`src/rtl/dac_pkg.sv`:
```
// Shared definitions for the DAC write scheduler: FSM states, default
// frame geometry and the bit positions inside the {mosi, sclk, cs_n} bus.
package dac_pkg;

    localparam int DATA_W_DEF  = 16;
    localparam int CLK_DIV_DEF = 4;
    localparam int CS_GAP_DEF  = 2;

    // Bit positions inside the 3-bit dac bus.
    localparam int MOSI = 2;
    localparam int SCLK = 1;
    localparam int CS_N = 0;

    typedef enum logic [2:0] {
        ST_IDLE,
        ST_SETUP,
        ST_SHIFT_LO,
        ST_SHIFT_HI,
        ST_GAP
    } state_e;

endpackage

```
`src/rtl/dac_serializer.sv`:
```
// Serial datapath for one DAC frame: shift register, SCLK/gap divider and
// bit counter. The scheduler FSM tells it the current and next state; every
// pin on the dac bus comes straight from a flop here.
module dac_serializer
    import dac_pkg::*;
#(
    parameter int DATA_W  = DATA_W_DEF,
    parameter int CLK_DIV = CLK_DIV_DEF,
    parameter int CS_GAP  = CS_GAP_DEF
) (
    input  logic              clk,
    input  logic              rst_n,
    input  state_e            cur_st_i,
    input  state_e            nxt_st_i,
    input  logic              load_i,
    input  logic [DATA_W-1:0] load_data_i,
    output logic              div_done_o,
    output logic              last_bit_o,
    output logic [2:0]        dac_o
);

    localparam int BIT_W = $clog2(DATA_W) + 1;

    logic [7:0]        div_q,  div_d;
    logic [BIT_W-1:0]  bit_q,  bit_d;
    logic [DATA_W-1:0] sh_q,   sh_d;
    logic              sclk_q, sclk_d;
    logic              cs_n_q, cs_n_d;
    logic              st_chg;

    assign st_chg = (nxt_st_i != cur_st_i);

    // Next-state for divider, bit counter, shift register and pin levels.
    always_comb begin
        // NOTE: every signal gets a default first so no path leaves one unassigned (no latches).
        div_d  = div_q;
        bit_d  = bit_q;
        sh_d   = sh_q;
        cs_n_d = (nxt_st_i == ST_IDLE) || (nxt_st_i == ST_GAP);
        sclk_d = (nxt_st_i != ST_SHIFT_LO);

        // Divider reloads on every state entry and counts down to zero.
        if (st_chg) begin
            case (nxt_st_i)
                ST_GAP:  div_d = 8'(CS_GAP - 1);
                ST_IDLE: div_d = '0;
                default: div_d = 8'(CLK_DIV - 1);
            endcase
        end else if (div_q != 8'd0) begin
            div_d = div_q - 8'd1;
        end

        // mosi advances on each SHIFT_HI entry; the bit index drops when
        // a SHIFT_HI hands over to the next SHIFT_LO.
        if (load_i) begin
            sh_d  = load_data_i;
            bit_d = BIT_W'(DATA_W - 1);
        end else if (st_chg && nxt_st_i == ST_SHIFT_HI) begin
            sh_d = {sh_q[DATA_W-2:0], 1'b0};
        end else if (st_chg && nxt_st_i == ST_SHIFT_LO && cur_st_i == ST_SHIFT_HI) begin
            bit_d = bit_q - BIT_W'(1);
        end

        // Outside a frame mosi idles low.
        if (nxt_st_i == ST_IDLE || nxt_st_i == ST_GAP) begin
            sh_d = '0;
        end
    end

    // Datapath registers with synchronous reset to the idle bus levels.
    always_ff @(posedge clk) begin
        // NOTE: sequential state uses non-blocking assignments so all flops update together.
        if (!rst_n) begin
            div_q  <= '0;
            bit_q  <= '0;
            sh_q   <= '0;
            sclk_q <= 1'b1;
            cs_n_q <= 1'b1;
        end else begin
            div_q  <= div_d;
            bit_q  <= bit_d;
            sh_q   <= sh_d;
            sclk_q <= sclk_d;
            cs_n_q <= cs_n_d;
        end
    end

    assign div_done_o  = (div_q == 8'd0);
    assign last_bit_o  = (bit_q == '0);
    assign dac_o[MOSI] = sh_q[DATA_W-1];
    assign dac_o[SCLK] = sclk_q;
    assign dac_o[CS_N] = cs_n_q;

endmodule

```
`src/rtl/dac_sched.sv`:
```
// DAC write scheduler: arbitrates between the host and loop-filter write
// ports, handshakes the winner and drives one serial frame per grant.
module dac_sched
    import dac_pkg::*;
#(
    parameter int DATA_W  = DATA_W_DEF,
    parameter int CLK_DIV = CLK_DIV_DEF,
    parameter int CS_GAP  = CS_GAP_DEF
) (
    input  logic              clk,
    input  logic              rst_n,
    input  logic              host_req,
    input  logic [DATA_W-1:0] host_data,
    output logic              host_ack,
    input  logic              loop_req,
    input  logic [DATA_W-1:0] loop_data,
    output logic              loop_ack,
    output logic              busy,
    output logic              last_src,
    output logic [2:0]        dac
);

    state_e state_q, state_d;
    logic   host_ack_q, host_ack_d;
    logic   loop_ack_q, loop_ack_d;
    logic   last_src_q, last_src_d;
    logic   grant_host, grant_loop;
    logic   div_done, last_bit;

    // Arbitration, handshake and frame sequencing.
    always_comb begin
        state_d    = state_q;
        grant_host = 1'b0;
        grant_loop = 1'b0;

        case (state_q)
            ST_IDLE: begin
                // On a tie the source not served last wins.
                if (host_req && loop_req) begin
                    grant_host = last_src_q;
                    grant_loop = !last_src_q;
                end else begin
                    grant_host = host_req;
                    grant_loop = loop_req;
                end
                if (grant_host || grant_loop) state_d = ST_SETUP;
            end
            ST_SETUP:    if (div_done) state_d = ST_SHIFT_LO;
            ST_SHIFT_LO: if (div_done) state_d = ST_SHIFT_HI;
            ST_SHIFT_HI: if (div_done) state_d = last_bit ? ST_GAP : ST_SHIFT_LO;
            ST_GAP:      if (div_done) state_d = ST_IDLE;
            default:     state_d = ST_IDLE;
        endcase

        host_ack_d = grant_host;
        loop_ack_d = grant_loop;
        if (grant_host)      last_src_d = 1'b0;
        else if (grant_loop) last_src_d = 1'b1;
        else                 last_src_d = last_src_q;
    end

    // State and handshake registers; reset leaves the host winning the next tie.
    always_ff @(posedge clk) begin
        if (!rst_n) begin
            state_q    <= ST_IDLE;
            host_ack_q <= 1'b0;
            loop_ack_q <= 1'b0;
            last_src_q <= 1'b1;
        end else begin
            state_q    <= state_d;
            host_ack_q <= host_ack_d;
            loop_ack_q <= loop_ack_d;
            last_src_q <= last_src_d;
        end
    end

    dac_serializer #(
        .DATA_W  (DATA_W),
        .CLK_DIV (CLK_DIV),
        .CS_GAP  (CS_GAP)
    ) u_ser (
        .clk         (clk),
        .rst_n       (rst_n),
        .cur_st_i    (state_q),
        .nxt_st_i    (state_d),
        .load_i      (grant_host || grant_loop),
        .load_data_i (grant_loop ? loop_data : host_data),
        .div_done_o  (div_done),
        .last_bit_o  (last_bit),
        .dac_o       (dac)
    );

    assign host_ack = host_ack_q;
    assign loop_ack = loop_ack_q;
    assign last_src = last_src_q;
    assign busy     = (state_q != ST_IDLE);

endmodule

```
`config.mk`:
```
export PLATFORM = sky130hd
export DESIGN_NAME = dac_sched
export DESIGN_NICKNAME = d
export VERILOG_FILES = /design/src/rtl/dac_pkg.sv /design/src/rtl/dac_serializer.sv /design/src/rtl/dac_sched.sv
export SDC_FILE = /design/constraint.sdc
export NUM_CORES = 1
export LEC_CHECK = 0
export CORE_UTILIZATION = 35
export DETAILED_ROUTE_END_ITERATION = 8
export PLACE_DENSITY_LB_ADDON = 0.12
export SYNTH_ARGS = -nofsm -noshare
export SYNTH_HDL_FRONTEND = slang
export SYNTH_SLANG_ARGS = --single-unit
```
`constraint.sdc`:
```
create_clock -name clk -period 2.3 [get_ports clk]
set_input_delay 0.23 -clock clk [delete_from_list [all_inputs] [get_ports clk]]
set_output_delay 0.23 -clock clk [all_outputs]
set_load 0.01 [all_outputs]
```
==> flow_metrics.env, run 1 <==
export IMPL_worstPathArrival_ns=1.80
export IMPL_hold_buffers=0
export IMPL_die_area_um2=6704
export IMPL_multiInputGateArea_um2=1216
export IMPL_grt_pass1_vias=1911
export IMPL_critPathLaunchType="flop"
export IMPL_post_cts_setup_buffers=0
export IMPL_netlist_instances=279
export IMPL_nets=358
export IMPL_layout_drive_gt1_share=0.1000
export IMPL_track_usage=0.1836
export IMPL_cts_sinks=37
export IMPL_grt_busiest_layer="met2"
export IMPL_rsz0062_at_grt="false"
export IMPL_worstHoldPathType="reg -> reg"
export IMPL_grt_max_degree=20
export IMPL_die_height_um=81.88
export IMPL_cts_root_buf="clkbuf_8"
export IMPL_cts_max_level=2
export IMPL_coreArea_um2=6026
export IMPL_synthToLayoutAreaGrowth_pct=26.61
export IMPL_synthFlopType="dfxtp_1"
export IMPL_synth_top_cells_by_area="dfxtp_1, inv_1, a32oi_1"
export IMPL_grt_ovfl_total=0
export IMPL_holdWs_ns=0.4565
export IMPL_cts_buffers=5
export IMPL_cp_required_ns=2.07
export IMPL_setup_violations=0
export IMPL_die_w_um=81.88
export IMPL_grt_use_met1=0.2572
export IMPL_wirelength_um=5648
export IMPL_hold_viol_final=0
export IMPL_cap_violations=0
export IMPL_antenna_found_initial=0
export IMPL_diodes=0
export IMPL_design_area_um2=2828
export IMPL_synth_net_count=318
export IMPL_ir_drop_mv=0.4568
export IMPL_power_density_nw_per_um2=1241
export IMPL_firstDrtPassIters=4
export IMPL_tightest_slew_ns=0.6937
export IMPL_synth_seq_area_share=0.3317
export IMPL_finalCriticalPeriod_ns=2.032
export IMPL_avgSynthCellArea_um2=8.005
export IMPL_tritoncts="done"
export IMPL_drc=0
export IMPL_antenna_left=0
export IMPL_drt_vias_per_instance=5.195
export IMPL_syn_area_um2=2233
export IMPL_synth_top_area_frac=0.3317
export IMPL_grt_pass1_wl_um=9294
export IMPL_dpl_cell_area_um2=2711
export IMPL_regArea_um2=740.7
export IMPL_period_share=0.8834
export IMPL_outcome="completed"
export IMPL_vias=2052
export IMPL_cp_end_kind="output port"
export IMPL_synth_edff_count=0
export IMPL_final_common_cell="clkdlybuf4s50_1"
export IMPL_cp_startpoint="state_q[1]"
export IMPL_timing_rr_end="u_ser.bit_q[4]"
export IMPL_start_util=0.3706
export IMPL_dp_hpwl_um=4006
export IMPL_crit_end="busy"
export IMPL_path_class="reg -> out"
export IMPL_detail_route_iter0_violations=129
export IMPL_final_cell_mix="clkdlybuf4s50_1, dfxtp_1, inv_1"
export IMPL_cts_resized=0
export IMPL_path_clk_slew_ns=0.07
export IMPL_relSlewSlack=0.5376
export IMPL_fill_cells=610
export IMPL_tns_ns=0
export IMPL_r2r_slack_ns=0.28
export IMPL_gr_usage_met3=0.03778
export IMPL_yosys_area_top_type="dfxtp_1"
export IMPL_synth_async_reset_ratio=0
export IMPL_ys_types=55
export IMPL_clockBufferDepth=2
export IMPL_yosysWarnings=0
export IMPL_finalClockSkew_ns=0.004496
export IMPL_clock_latency_ns=0.29
export IMPL_slew_viol_final=0
export IMPL_crit_reg2reg_launch="u_ser.div_q[0]"
export IMPL_leakage_nw=1.112
export IMPL_ys_seq_elements=37
export IMPL_met2_usage=0.2727
export IMPL_critPathMaxFanout=14
export IMPL_ff2ff_path_depth=6
export IMPL_max_clock_freq_mhz=492.2
export IMPL_rows=28
export IMPL_post_route_util=0.4693
export IMPL_io_pins=43
export IMPL_place_gp_congestion=0.7741
export IMPL_io_buffers=42
export IMPL_wl_per_cell_um=14.30
[kinds of logic after synthesis]
kind of cell | Yosys count | share of synthesized area
AO/OA/AOI/OAI | 91 | 0.2852
AND/OR/NAND/NOR | 80 | 0.2045
buffers and inverters | 59 | 0.1238
flip-flops | 37 | 0.3317
XOR/XNOR | 6 | 0.02353
multiplexers | 3 | 0.01457
adder cells (fa/ha/maj) | 3 | 0.01681
[layout make-up]
type	instances	area share
Inverter	36	0.04779
Clock inverter	1	0.01062
Tap cell	75	0.03319
Clock buffer	7	0.03053
Sequential cell	37	0.2619
Multi-Input combinational cell	183	0.4301
Timing Repair Buffer	56	0.1858
[metrics by stage]
stage          instances  setup slack (ns)  total power [mW]
2_1_floorplan        279            0.4439             2.443
3_3_place_gp         387            0.3461             2.932
3_5_place_dp         387            0.2876             2.923
4_1_cts              395            0.2632             3.521
5_1_grt              395           0.07284             3.812
6_report             395            0.2681             3.510
[where the power goes]
part | leakage [nW] | switching [mW] | total [mW] | internal, mW
clock | 0.0585 | 0.234 | 0.587 | 0.354
sequential | 0.305 | 0.192 | 1.05 | 0.855
combinational | 0.748 | 1.04 | 1.88 | 0.840
[metal layers]
metal	part of all wire	vias up
met3	0.037	8
li1	-	1081
met2	0.43	41
met5	0	-
met4	0.013	0
met1	0.52	922
[worst max-delay path, cell delays in order, from the launching register on]
cell and delay [ns]:
dfxtp_1 0.61, nor3_1 0.11, inv_1 0.21, clkdlybuf4s50_1 0.58
[cell usage after synthesis, types with 2 or more instances]
| cell type | number |
|---|---|
| a21oi_1 | 22 |
| a31oi_1 | 3 |
| a32oi_1 | 13 |
| and4_1 | 2 |
| buf_2 | 5 |
| buf_4 | 3 |
| clkbuf_1 | 11 |
| clkbuf_8 | 3 |
| dfxtp_1 | 37 |
| ha_1 | 3 |
| inv_1 | 36 |
| mux2_2 | 2 |
| nand2_1 | 22 |
| nand2b_1 | 2 |
| nand3_1 | 6 |
| nand3b_1 | 3 |
| nand4_1 | 4 |
| nor2_1 | 15 |
| nor3_1 | 10 |
| o211ai_1 | 15 |
| o21ai_0 | 8 |
| o21bai_1 | 14 |
| o31ai_1 | 2 |
| or2_2 | 2 |
| or4_1 | 2 |
| xnor2_1 | 2 |
| xor2_1 | 4 |
[how the worst min path moves through the flow]
stage / start / to / slack [ns] / cells past startpoint
after floorplan: rst_n / last_src / 0.32 / 1
after global placement: u_ser.sh_q[6] / u_ser.sh_q[7] / 0.45 / 2
after detailed placement: u_ser.sh_q[3] / u_ser.sh_q[4] / 0.44 / 2
after CTS: u_ser.sh_q[3] / u_ser.sh_q[4] / 0.46 / 2
after global routing: u_ser.sh_q[5] / u_ser.sh_q[6] / 0.49 / 2
final: u_ser.sh_q[6] / u_ser.sh_q[7] / 0.46 / 2
[state kept, by name, indices dropped and copies added (netlist names)]
signal,flops
u_ser.sh_q,16
host_ack,1
loop_ack,1
state_q,3
u_ser.bit_q,5
u_ser.cs_n_q,1
u_ser.div_q,8
last_src,1
u_ser.sclk_q,1
(Power assumes the default switching activity.)
==> run 2: changes to the inputs <==
--- a/config.mk
+++ b/config.mk
@@ -5,6 +5,7 @@
 export SDC_FILE = /design/constraint.sdc
 export NUM_CORES = 1
 export LEC_CHECK = 0
+export CAP_MARGIN = 20
 export CORE_UTILIZATION = 35
 export DETAILED_ROUTE_END_ITERATION = 8
 export PLACE_DENSITY_LB_ADDON = 0.12
==> results of run 2 <==
The final DEF is identical to that of run 1; final timing and power are the same.
==> run 3: changes to the inputs <==
--- a/config.mk
+++ b/config.mk
@@ -8,6 +8,7 @@
 export CAP_MARGIN = 20
 export CORE_UTILIZATION = 35
 export DETAILED_ROUTE_END_ITERATION = 8
+export GPL_ROUTABILITY_DRIVEN = 0
 export PLACE_DENSITY_LB_ADDON = 0.12
 export SYNTH_ARGS = -nofsm -noshare
 export SYNTH_HDL_FRONTEND = slang
==> results of run 3 <==
The final DEF is identical to that of run 1; final timing and power are the same.
